==> src/rtl/alu_seq.sv <==
// alu_seq: registered ALU with valid/ready handshakes and an iterative shift-add multiply
module alu_seq #(
   parameter int WIDTH = 16
) (
   input  logic             clk,
   input  logic             rst_n,
   input  logic             in_valid,
   output logic             in_ready,
   input  logic [WIDTH-1:0] Ain,
   input  logic [WIDTH-1:0] Bin,
   input  logic [2:0]       ALUop,
   output logic             out_valid,
   input  logic             out_ready,
   output logic [WIDTH-1:0] out,
   output logic [2:0]       Z,
   output logic             busy
);
   localparam int SW = $clog2(WIDTH);
   typedef enum logic [1:0] {IDLE, MUL, HOLD} state_t;
   state_t state, state_nxt;
   logic [2*WIDTH-1:0] acc, acc_nxt, mcand;
   logic [WIDTH-1:0] mplier, res, sum, diff;
   logic [SW-1:0] cnt;
   logic accept, is_mul, last, ovf;
   assign in_ready = (state == IDLE) | (state == HOLD & out_ready);
   assign accept = in_valid & in_ready;
   assign is_mul = ALUop == 3'b111;
   assign last = (state == MUL) && (cnt == SW'(WIDTH - 1));
   assign out_valid = state == HOLD;
   assign busy = state == MUL;
   assign sum = Ain + Bin;
   assign diff = Ain - Bin;
   assign acc_nxt = acc + (mplier[0] ? mcand : '0);
   always_comb begin
      res = '0;
      ovf = 1'b0;
      case (ALUop)
         3'b000: begin
            res = sum;
            ovf = ~(Ain[WIDTH-1] ^ Bin[WIDTH-1]) & (Ain[WIDTH-1] ^ sum[WIDTH-1]);
         end
         3'b001: begin
            res = diff;
            ovf = (Ain[WIDTH-1] ^ Bin[WIDTH-1]) & (Ain[WIDTH-1] ^ diff[WIDTH-1]);
         end
         3'b010: res = Ain & Bin;
         3'b011: res = ~Bin;
         3'b100: res = Ain | Bin;
         3'b101: res = Ain ^ Bin;
         3'b110: res = Ain << Bin[SW-1:0];
         default: res = '0;
      endcase
   end
   // accept is only possible outside MUL, so it takes priority over completion
   always_comb begin
      state_nxt = state;
      if (accept) state_nxt = is_mul ? MUL : HOLD;
      else if (last) state_nxt = HOLD;
      else if (state == HOLD && out_ready) state_nxt = IDLE;
   end
   always_ff @(posedge clk or negedge rst_n) begin
      if (!rst_n) begin
         state <= IDLE;
         out <= '0;
         Z <= '0;
         acc <= '0;
         mcand <= '0;
         mplier <= '0;
         cnt <= '0;
      end else begin
         state <= state_nxt;
         if (accept && is_mul) begin
            mcand <= {{WIDTH{1'b0}}, Ain};
            mplier <= Bin;
            acc <= '0;
            cnt <= '0;
         end else if (accept) begin
            out <= res;
            Z <= {ovf, res[WIDTH-1], res == '0};
         end else if (state == MUL) begin
            acc <= acc_nxt;
            mcand <= mcand << 1;
            mplier <= mplier >> 1;
            cnt <= cnt + 1'b1;
            if (last) begin
               out <= acc_nxt[WIDTH-1:0];
               Z <= {|acc_nxt[2*WIDTH-1:WIDTH], acc_nxt[WIDTH-1], acc_nxt[WIDTH-1:0] == '0};
            end
         end
      end
   end
endmodule

==> config.mk <==
export PLATFORM = sky130hd
export DESIGN_NAME = alu_seq
export DESIGN_NICKNAME = d
export VERILOG_FILES = /design/src/rtl/alu_seq.sv
export SDC_FILE = /design/constraint.sdc
export NUM_CORES = 1
export LEC_CHECK = 0
export ABC_AREA = 1
export CORE_MARGIN = 4
export CORE_UTILIZATION = 60
export CTS_CLUSTER_DIAMETER = 100
export DETAILED_ROUTE_END_ITERATION = 8
export DONT_BUFFER_PORTS = 1
export PLACE_DENSITY = 0.79
export SYNTH_ARGS = -nofsm -noshare
export SYNTH_HDL_FRONTEND = slang
export SYNTH_SLANG_ARGS = --single-unit
==> constraint.sdc <==
create_clock -name clk -period 5.2 [get_ports clk]
set_clock_uncertainty 0.15 [all_clocks]
set_input_delay 0.78 -clock clk [delete_from_list [all_inputs] [get_ports clk]]
set_output_delay 0.78 -clock clk [all_outputs]
set_load 0.05 [all_outputs]
# Word-level counts from Yosys, hierarchy flattened
# Index checks and enable logic that the tools add are counted.
# Widths: inputs -> output; s select.
# totals
elab_cells,76
romBits,0
input_bits,39
register_bits,105
ramBits,0
n_memories,0
latchBits,0
# op_classes
multipliers,0
eq_ne,11
div,0
shifts,1
n_mux,25
order_cmp,0
reduce_logical,14
bitwise_logic,14
n_addsub,4
# op_table
op,count
$mux 32,7
$pmux 16 s7,1
$mux 16,6
$add 32x32->32,1
$logic_not 16->1,2
$add 16x16->16,1
$and 16x16->16,1
$not 16->16,1
$or 16x16->16,1
$reduce_or 16->1,1
$shl 16x4->16,1
$sub 16x16->16,1
$xor 16x16->16,1
$eq 3x3->1 const B,4
$mux 4,3
$mux 3,3
$mux 2,4
$eq 3x2->1 const B,2
$reduce_bool 2->1,3
$add 4x1->4 const B,1
$and 1x1->1,4
$eq 4x4->1 const B,1
$eq 3x1->1 const B,1
$logic_and 1x1->1,3
12 further kinds,15

# Logic depth before layout (Yosys ltp)
# Gate-level depths: netlist of run 1.
# depth
depth_word,7
mapped_depth,22

# Worst setup path before layout of run 1
# OpenSTA, ideal clock, no wires.
# synth_timing
kind,in2reg
start,input Bin[2]
end,register Z[0]
t_required_ns,4.973
cell_stages,16
arrival_time_ns,2.611
setup_ns,0.077
path_slack_ns,2.362
path_cell_list,clkinv_1 > buf_2 > ha_1 > buf_4 > inv_1 > a21oi_1 > nand2_1 > nand2_1 > nand2_1 > o21ai_0 > nor2_1 > nor2_1 > nand2_1 > nor2_1 > nand4_1 > a21oi_1
# synth_via
elab_chain_cells,4
word_cells_on_any_way,10
# synth_rtl
element,line,text
"start, declared",10,"input logic [WIDTH-1:0] Bin,"
$sub 16x16->16 (tied with other cells),32,assign diff = Ain - Bin;
$pmux 16 s7 (*),37,case (ALUop)
$logic_not 16->1 (*),79,"Z <= {ovf, res[WIDTH-1], res == '0};"
$mux 3 (*),77,end else if (accept) begin
"end signal, assigned",79,
"end signal, assigned",87,"Z <= {|acc_nxt[2*WIDTH-1:WIDTH], acc_nxt[WIDTH-1], acc_nxt[WIDTH-1:0] == '0};"
"end, declared",15,"output logic [2:0] Z,"
# Every way passes the cells marked *; elsewhere a longest branch is shown, timed or not.
# A chain may end at the register's enable or synchronous reset.

# Worst setup path after layout of run 1
# layout_timing
start,register mplier[0]
end,register Z[0]
# layout_via
elab_chain_cells,6
# layout_rtl
element,line,text
"start, declared",22,"logic [WIDTH-1:0] mplier, res, sum, diff;"
"start signal, assigned",74,mplier <= Bin;
"start signal, assigned",83,mplier <= mplier >> 1;
$mux 32,33,assign acc_nxt = acc + (mplier[0] ? mcand : '0);
$add 32x32->32,33,
$logic_not 16->1,87,
$mux 3,85,if (last) begin
$mux 3,80,end else if (state == MUL) begin
$mux 3,77,
# No other way between the ends. The select of a mux whose other input is x is not followed.

==> out/metrics.csv, run 1 <==
stage,metric,value,unit
status,status,finished clean,
cts,cts_resized,0,
sta,hold_violations,0,
synth,syn_inst,1733,
die,die_area,19800,sq um
cts,htreeDepth,3,
drt,via_per_inst,5.89,
drt,ant_nets,0,
synth,synth_largest_area_cell,dfrtp_1,
sta,setup_ws,1.69,ns
cts,cts_tree,built,
die,fp.dieW,141,microns
worst_setup_path,crit_path_max_fanout,33,
synth,ys_seq_elements,104,
synth,netlist.area_leader.share,24.7,%
sta,finalSetupViolCount,0,
synth,synth_nets,1858,
run,cap_viol_max_count,0,
final_layout,instances_no_fill,1921,
synth,synth_area,10500,sq um
drt,wire_per_inst,19.0,microns
final_layout,area_growth,3.26,%
sta,tns,0,ns
placement,gp_congestion,1.06,
sta,final-max-slew-violation-count,0,
drt,drc,0,
sta,layout_worst_path_cycle_share,67.4,%
die,core_area,17200,sq um
cts,clkTransAtPathRegs,0.08,ns
global_route,grt-ovfl-total,0,
drt,routed_wl,36600,microns
placement,port_buffers,0,
synth,yosysUniqueCellTypes,45,
cts,numCtsBuffers,9,
placement,placed_area,10600,sq um
drt,vias,11300,
placement,dp_hpwl,29000,microns
synth,synthTopCellsByArea,"dfrtp_1 25%, nand2_1 21%, inv_1 10%",
final_layout,nets,1816,
worst_setup_path,arrival,3.64,ns
placement,dp.cells,1904,
final_layout,n_antenna_cell,0,
global_route,grt_pass1_vias,10400,
global_route,grtUsageTotal,36.5,%
sta,rsz0062_at_grt,no,
sta,fin_crit,3.51,ns
pwr,ir_worst_vdd,0.221,mV
hold_path,hold_path_class,input port to asynchronous set/reset pin,
synth,synth_edf_count,0,
sta,worst_pin_slew,1.02,ns
die,start_util,61.1,%
synth,async_flop_share,100,%
final_layout,drive_above_1_share,2.89,%
die,die_h,141,microns
cts,cts-root-buf,clkbuf_16,
cts,clock_latency,0.35,ns
sta,maxSlewHeadroom,32.3,%
synth,syn_area_per_cell,6.08,sq um
synth,synth_warnings,0,
placement,pre_cts_ws,1.66,ns
global_route,grt_pass1_wl,57100,microns
final_layout,final_core_util,63.1,%
global_route,antenna_found_initial,0,
pwr,power_density,210,nW/um^2
die,rows,48,
synth,ys_seq_area_share,24.7,%
cts,clk_path_buf_depth,2,
die,ioPinCount,61,
worst_setup_path,endpoint_kind,flip-flop,
drt,first_pass_iters,6,
synth,synth-main-ff-cell,dfrtp_1,
worst_setup_path,worst_setup_path_start_kind,flip-flop,
pwr,p_leak,6.18,nW
sta,max_freq,285,MHz
drt,first_iter_violations,1526,
worst_setup_path,crit_required,5.33,ns
final_layout,final_area,10900,sq um
cts,cts_num_sinks,104,
worst_setup_path,worstSetupPathType,flip-flop to flip-flop,
global_route,grt_start_max_net_pins,105,
[worst max-delay path: stages (launching register included)]
cell	delay, ns
dfrtp_1	1.02
nand2_1	0.10
inv_1	0.17
ha_1	0.31
nand2_1	0.18
inv_1	0.05
nand2_1	0.07
nand2_1	0.08
inv_1	0.06
nand3_1	0.20
xnor2_1	0.44
nand3_1	0.13
nor2_1	0.13
nand3_1	0.08
nand2_1	0.08
inv_1	0.05
a21oi_1	0.13
[per-layer routing]
metal  up-vias  track usage [%]  share of wire [%]
li1       5386                -                  -
met1      5145             55.0                 44
met2       712             52.9                 42
met3        67             7.24                 12
met4         0             10.5                2.8
met5         -                0                  0
[cells in the mapped netlist (all sizes together) (2+ instances only)]
cell type,count
nand4,22
o211ai,4
nand3b,6
a21oi,65
a32o,2
a22oi,16
o221ai,14
xnor2,11
a31oi,2
a22o,14
dfrtp,104
clkbuf,16
o21a,2
buf,42
ha,83
fa,3
nor2,159
o21ai,70
nand2,586
o22ai,25
nand3,145
or2,6
nor3,14
xor2,6
and2,5
o21bai,6
inv,299
[placed cells by master (no fill, tap or decap), types with 6 or more instances in the layout]
| cell type | Yosys | routed |
|---|---|---|
| nand3b_1 | 6 | 6 |
| nor2_1 | 154 | 154 |
| xnor2_1 | 11 | 11 |
| nand4_1 | 22 | 22 |
| ha_1 | 83 | 83 |
| dfrtp_1 | 104 | 104 |
| xor2_1 | 6 | 6 |
| o22ai_1 | 25 | 25 |
| a22o_1 | 14 | 14 |
| inv_2 | 12 | 12 |
| o21bai_1 | 6 | 6 |
| clkbuf_16 | 0 | 9 |
| nand2_1 | 585 | 585 |
| nor3_1 | 12 | 12 |
| o221ai_1 | 14 | 14 |
| a21oi_1 | 64 | 64 |
| o21ai_0 | 68 | 68 |
| a22oi_1 | 16 | 16 |
| inv_1 | 287 | 287 |
| nand3_1 | 143 | 143 |
[final cells by class]
cell class              count  area (sq um)
well taps                 225           282
multi-input cells        1271          6520
flip-flops and latches    104          2600
clock inverters             7          71.3
clock buffers               9           225
inverters                 300          1130
repair buffers              5          57.6
fillers                  1692          6350
[flip-flops by register name (all words and copies together), names as in the netlist]
signal / count
out: 15
Z: 3
mplier: 16
mcand: 32
acc: 32
cnt: 4
state: 2
[report_power, final]
part | internal [mW] | switching, mW | total [mW] | leakage, nW
combinational | 0.208 | 0.492 | 0.700 | 4.95
clock | 0.341 | 0.358 | 0.699 | 0.146
sequential | 0.831 | 0.0558 | 0.886 | 1.08
total | 1.38 | 0.906 | 2.29 | 6.18
[cells by family (layout without fill, tap and decap cells)]
logic type | Yosys count | after routing | share of synthesized area, %
XOR/XNOR | 17 | 17 | 1.41
AO/OA/AOI/OAI | 224 | 224 | 12.9
flip-flops | 104 | 104 | 24.7
buffers and inverters | 358 | 321 | 13.4
AND/OR/NAND/NOR | 944 | 944 | 37.1
adder cells (fa/ha/maj) | 86 | 86 | 10.4
[through the flow]
step | power [mW] | hold WS [ns]
floorplan | 1.38 | 0.299
global placement | 1.55 | 0.315
detailed placement | 1.56 | 0.322
CTS | 2.26 | 0.220
global route | 2.39 | 0.224
finish | 2.29 | 0.170
[final timing paths]
kind	startpoint	end	slack, ns	cells past startpoint
setup / recovery	mplier[0]	Z[0]	1.69	16
hold / removal	rst_n	out[3]	0.17	1
setup reg to reg	mplier[0]	Z[0]	1.69	16
hold reg to reg	mplier[2]	mplier[1]	0.35	2
max in group asynchronous	rst_n	mcand[28]	4.26	1
min in group clk	mplier[2]	mplier[1]	0.35	2
[repair_timing]
item	CTS	global route
endpoints found under the hold margin	104	0
buffers inserted	0	0
hold buffers	1	0
Note: power is estimated with default switching activity, not from simulation.
==> run 2: changes to the inputs <==
==> constraint.sdc (replaced) <==
create_clock -name clk -period 3.3 [get_ports clk]
set_clock_uncertainty 0.15 [all_clocks]
set_input_delay 0.495 -clock clk [delete_from_list [all_inputs] [get_ports clk]]
set_output_delay 0.495 -clock clk [all_outputs]
set_load 0.05 [all_outputs]
==> out/metrics.csv, run 2 (synthesis gave the netlist of run 1 again) <==
stage,metric,value,unit,change
sta,finalSetupViolCount,0,,unchanged
cts,cts_num_sinks,104,,unchanged
die,ioPinCount,61,,unchanged
final_layout,multi_input_area,6530,sq um,+0.12%
worst_setup_path,crit_path_max_fanout,11,,-67%
worst_setup_path,crit_required,3.43,ns,-1.90 ns
final_layout,drive_above_1_share,3.69,%,+0.80 points
sta,rsz0062_at_grt,no,,
global_route,grt-ovfl-total,0,,unchanged
status,status,finished clean,,
global_route,grtUsageTotal,36.8,%,+0.25 points
final_layout,n_antenna_cell,0,,unchanged
drt,routed_wl,35900,microns,-1.8%
sta,worst_pin_slew,0.941,ns,-0.0740 ns
final_layout,final_cell_mix,"585 x nand2_1, 287 x inv_1, 154 x nor2_1",,
die,fp.dieW,141,microns,unchanged
worst_setup_path,worstSetupPathType,flip-flop to flip-flop,,
drt,drc,0,,unchanged
worst_setup_path,worst_setup_path_start_kind,flip-flop,,
sta,fin_crit,3.05,ns,-0.455 ns
drt,wire_per_inst,18.6,microns,-2.4%
die,start_util,61.1,%,unchanged
drt,vias,11200,,-1.0%
cts,clk_path_buf_depth,2,,unchanged
worst_setup_path,crit_buf_inv,2,,-2
run,cap_viol_max_count,0,,unchanged
pwr,p_leak,6.25,nW,+1.2%
global_route,antenna_found_initial,0,,unchanged
pwr,ir_worst_vdd,0.365,mV,+65%
sta,layout_worst_path_cycle_share,92.5,%,+25 points
worst_setup_path,critPathSlowestCell,dfrtp_2,,
sta,maxSlewHeadroom,37.0,%,+4.7 points
die,die_area,19800,sq um,unchanged
pwr,totalPowerFinal,3.59,mW,+57%
placement,gp_congestion,1.04,,-2.0%
worst_setup_path,crit_chain,nand2_1 > inv_1 > ha_1 > fa_1 > nand3_1 > nand3_1 > nand2_1 > nand2_1 > nand2_1 > nand2_1 > xnor2_1 > nand2_1 > nor2_1 > nand3_1 > nand2_1 > inv_1 > a21oi_1,,
worst_setup_path,slowest_delay,0.49,ns,-0.53 ns
drt,via_per_inst,5.79,,-1.7%
cts,cts_setup_buffers,0,,unchanged
worst_setup_path,crit_family,simple AND/OR/NAND/NOR gates,,
worst_setup_path,endpoint_kind,flip-flop,,
worst_setup_path,arrival,3.19,ns,-0.45 ns
placement,dp_hpwl,28800,microns,-0.86%
drt,first_pass_iters,6,,unchanged
cts,clkTransAtPathRegs,0.08,ns,about the same
sta,hold_violations,0,,unchanged
drt,first_iter_violations,1203,,-21%
final_layout,area_growth,4.38,%,
final_layout,n_fill_cell,1673,,-1.1%
global_route,grt_pass1_wl,57300,microns,+0.42%
hold_path,hold_path_class,input port to flip-flop,,
global_route,grt_start_max_net_pins,105,,unchanged
cts,htreeDepth,3,,unchanged
sta,tns,0,ns,unchanged
worst_setup_path,crit_top_cell,nand2_1,,
cts,cts-root-buf,clkbuf_16,,
final_layout,largestRegisters,"acc: 32 flops, mcand: 32 flops, mplier: 16 flops",,
final_layout,nets,1829,,+0.72%
final_layout,final_common_cell,nand2_1,,
drt,ant_nets,0,,unchanged
sta,max_freq,328,MHz,+15%
cts,numCtsBuffers,9,,unchanged
die,core_area,17200,sq um,unchanged
placement,port_buffers,0,,unchanged
cts,cts_tree,built,,
pwr,power_density,327,nW/um^2,+56%
die,die_h,141,microns,unchanged
global_route,grt_pass1_vias,10700,,+3.4%
sta,final-max-slew-violation-count,0,,unchanged
final_layout,seqCellArea,2600,sq um,about the same
cts,clock_latency,0.37,ns,+0.02 ns
die,rows,48,,unchanged
run 2: cell count changes in the layout (fill, tap and decap cells not counted):
cell           previous run  this run
dfrtp_1                 104       103
clkbuf_8                  0         1
xnor2_1                  11        10
dfrtp_2                   0         1
buf_4                     4        15
buf_6                     0         1
xnor2_2                   0         1
clkinv_4                  1         0
dlygate4sd3_1             0         1
run 2: timing repair:
action                                  CTS  global route
endpoints found under the hold margin   104             0
resized for setup                         0             3
endpoints found under the setup margin    0             2
hold buffers                              2             0
run 2: layout make-up:
cell class,instances,share of cell area (%)
Clock buffer,10,2.17
Multi-Input combinational cell,1271,59.3
Sequential cell,104,23.7
Tap cell,225,2.56
Timing Repair Buffer,18,1.47
Clock inverter,6,0.569
Inverter,300,10.2
run 2: per-layer routing:
| metal | GRT usage (%) | vias to the layer above | wire, microns | part of all wire (%) |
|---|---|---|---|---|
| li1 | - | 5430 | - | - |
| met1 | 49.0 | 5144 | 14900 | 41 |
| met2 | 59.3 | 528 | 16400 | 46 |
| met3 | 7.17 | 94 | 3250 | 9.0 |
| met4 | 13.8 | 0 | 1460 | 4.1 |
| met5 | 0 | - | 0 | 0 |
run 2: power breakdown:
part | total [mW] | internal [mW] | switching, mW
clock network | 1.11 | 0.557 | 0.554
registers | 1.39 | 1.31 | 0.0839
logic | 1.09 | 0.340 | 0.749
total | 3.59 | 2.21 | 1.39
run 2: stage by stage:
stage	setup WS (ns)	area, sq um	cells	utilization, %	hold slack, ns
after floorplan	0.558	10500	1733	-	0.0494
after global placement	0.288	10700	1916	61.8	0.0517
after detailed placement	0.216	10700	1916	61.8	0.0517
after CTS	0.199	11000	1934	63.8	0.106
after global routing	0.0499	11000	1934	63.8	0.115
final	0.249	11000	1934	63.8	0.106
run 2: path summary, 6_finish.rpt:
check	startpoint	end	slack, ns	depth (start not counted)
worst max-delay path	mplier[0]	Z[0]	0.25	17
worst min-delay path	Bin[4]	mplier[4]	0.11	2
worst max register to register	mplier[0]	Z[0]	0.25	17
worst min register to register	mcand[31]	mcand[31]	0.34	2
max in group asynchronous	rst_n	mcand[14]	1.96	2
min in group asynchronous	rst_n	acc[24]	0.55	2
==> run 3: changes to the inputs <==
--- a/config.mk
+++ b/config.mk
@@ -6,12 +6,16 @@
 export NUM_CORES = 1
 export LEC_CHECK = 0
 export ABC_AREA = 1
+export ABC_CLOCK_PERIOD_IN_PS = 3300
+export CELL_PAD_IN_SITES_DETAIL_PLACEMENT = 0
+export CELL_PAD_IN_SITES_GLOBAL_PLACEMENT = 1
 export CORE_MARGIN = 4
-export CORE_UTILIZATION = 60
+export CORE_UTILIZATION = 46
 export CTS_CLUSTER_DIAMETER = 100
 export DETAILED_ROUTE_END_ITERATION = 8
 export DONT_BUFFER_PORTS = 1
-export PLACE_DENSITY = 0.79
+export GPL_TIMING_DRIVEN = 1
+export PLACE_DENSITY = 0.85
 export SYNTH_ARGS = -nofsm -noshare
 export SYNTH_HDL_FRONTEND = slang
 export SYNTH_SLANG_ARGS = --single-unit
==> out/metrics.csv, run 3 (synthesis gave the netlist of run 1 again) <==
stage,metric,value,unit,change
die,core_area,22600,sq um,+31%
sta,hold_violations,0,,unchanged
drt,routed_wl,36700,microns,+2.2%
placement,gp_congestion,0.933,,-10%
cts,cts_setup_buffers,0,,unchanged
drt,ant_nets,0,,unchanged
drt,drc,2,,+2
cts,numCtsBuffers,9,,unchanged
sta,rsz0062_at_grt,no,,
worst_setup_path,crit_path_max_fanout,11,,unchanged
drt,first_iter_violations,868,,-28%
worst_setup_path,slowest_delay,0.49,ns,about the same
cts,clkTransAtPathRegs,0.09,ns,about the same
cts,clk_path_buf_depth,2,,unchanged
global_route,grt_pass1_wl,57900,microns,+1.0%
worst_setup_path,arrival,3.17,ns,-0.02 ns
drt,first_pass_iters,8,,+2
pwr,seqPwrFrac,38.6,%,-0.2 points
sta,fin_crit,3.04,ns,-0.00910 ns
final_layout,area_growth,5.33,%,
final_layout,instances_no_fill,1996,,+3.2%
placement,placed_area,10700,sq um,+0.85%
die,die_h,159,microns,+13%
pwr,power_frac_comb,29.7,%,-0.6 points
cts,cts_tree,built,,
run,cap_viol_max_count,0,,unchanged
global_route,grt_pass1_vias,10700,,-0.57%
final_layout,final_common_cell,nand2_1,,
drt,wire_per_inst,18.4,microns,-1.0%
die,fp.dieW,159,microns,+13%
die,rows,55,,+15%
sta,worst_pin_slew,0.935,ns,-0.00646 ns
sta,max_freq,329,MHz,+0.30%
final_layout,largestRegisters,"acc: 32 flops, mcand: 32 flops, mplier: 16 flops",,
placement,dp.cells,1978,,+3.2%
sta,finalSetupViolCount,0,,unchanged
worst_setup_path,endpoint_kind,flip-flop,,
drt,vias,11000,,-1.7%
worst_setup_path,crit_buf_inv,4,,+2
pwr,ir_worst_vdd,0.261,mV,-28%
global_route,antenna_found_initial,0,,unchanged
status,status,finished with violations,,
global_route,grt-ovfl-total,0,,unchanged
final_layout,final_cell_mix,"585 x nand2_1, 287 x inv_1, 154 x nor2_1",,
drt,via_per_inst,5.51,,-4.8%
final_layout,drive_above_1_share,3.86,%,+0.17 points
worst_setup_path,crit_family,simple AND/OR/NAND/NOR gates,,
pwr,power_density,325,nW/um^2,-0.55%
placement,dp_hpwl,29500,microns,+2.5%
cts,clock_latency,0.37,ns,about the same
global_route,grt_start_max_net_pins,105,,unchanged
pwr,p_sw,1.42,mW,+2.1%
cts,cts_num_sinks,104,,unchanged
final_layout,final_area,11100,sq um,+0.91%
sta,maxSlewHeadroom,37.5,%,+0.51 points
worst_setup_path,critPathSlowestCell,dfrtp_2,,
hold_path,hold_path_class,input port to flip-flop,,
final_layout,n_antenna_cell,0,,unchanged
sta,tns,0,ns,unchanged
cts,htreeDepth,3,,unchanged
final_layout,nets,1831,,+0.11%
die,ioPinCount,61,,unchanged
pwr,p_int,2.19,mW,-0.72%
worst_setup_path,worstSetupPathType,flip-flop to flip-flop,,
cts,cts-root-buf,clkbuf_16,,
global_route,grtUsageTotal,28.5,%,-8.2 points
pwr,swShare,39.3,%,+0.66 points
status,violations,design-rule violations,,
worst_setup_path,crit_top_cell,nand2_1,,
sta,layout_worst_path_cycle_share,92.2,%,-0.28 points
placement,port_buffers,0,,unchanged
worst_setup_path,worst_setup_path_start_kind,flip-flop,,
sta,final-max-slew-violation-count,0,,unchanged
final_layout,final_core_util,49.2,%,-15 points
pwr,power_frac_clock,31.7,%,+0.8 points
pwr,p_leak,6.25,nW,about the same
worst_setup_path,crit_chain,buf_4 > nand2_1 > inv_1 > ha_1 > nand2_1 > inv_1 > a21oi_1 > nand2_1 > nand2_1 > nand2_1 > xnor2_1 > nand3_1 > nor2_1 > nand3_1 > nand2_1 > inv_1 > a21oi_1,,
sta,timing.hold.ws,0.107,ns,+0.00103 ns
worst_setup_path,crit_required,3.43,ns,about the same
die,die_area,25400,sq um,+29%
die,start_util,46.7,%,-14 points
==> run 3: layout make-up <==
type                    instances  area [sq um]
multi-input cells            1271          6530
clock buffers                   9           225
repair buffers                 20           173
clock inverters                 7          85.1
flip-flops and latches        104          2600
fillers                      2433         11500
inverters                     300          1130
well taps                     285           357
==> run 3: routing by layer <==
| layer | share of wire, % | vias up | track usage [%] |
|---|---|---|---|
| met5 | 0 | - | 0 |
| met1 | 44 | 5118 | 38.2 |
| met4 | 3.8 | 0 | 12.0 |
| li1 | - | 5426 | - |
| met2 | 46 | 381 | 46.6 |
| met3 | 6.4 | 76 | 3.70 |
==> run 3: timing repair <==
| action | CTS | global route |
|---|---|---|
| endpoints found under the hold margin | 104 | 0 |
| endpoints found under the setup margin | 0 | 2 |
| gates resized for setup | 0 | 3 |
| hold buffers | 2 | 0 |
==> run 3: path summary, 6_finish.rpt <==
path,end,cells past startpoint,startpoint,slack [ns]
worst max-delay path,Z[0],17,mplier[0],0.26
worst min-delay path,mplier[4],2,Bin[4],0.11
worst max register to register,Z[0],17,mplier[0],0.26
worst min register to register,mcand[31],2,mcand[31],0.34
max in group asynchronous,mplier[0],2,rst_n,1.96
min in group asynchronous,mcand[23],2,rst_n,0.57
==> run 3: per-stage QoR <==
stage,setup WS [ns],power (mW)
detailed placement,0.144,2.44
CTS,0.144,3.60
finish,0.258,3.61
global placement,0.178,2.43
floorplan,0.558,2.17
global route,0.0467,3.82
==> run 3: power groups by stage <==
stage               sequential, mW  clock [mW]  combinational (mW)
detailed placement            1.42           0                1.02
global route                  1.40        1.21                1.21
floorplan                     1.40           0               0.769
finish                        1.39        1.14                1.07
CTS                           1.39        1.15                1.06
global placement              1.42           0                1.01
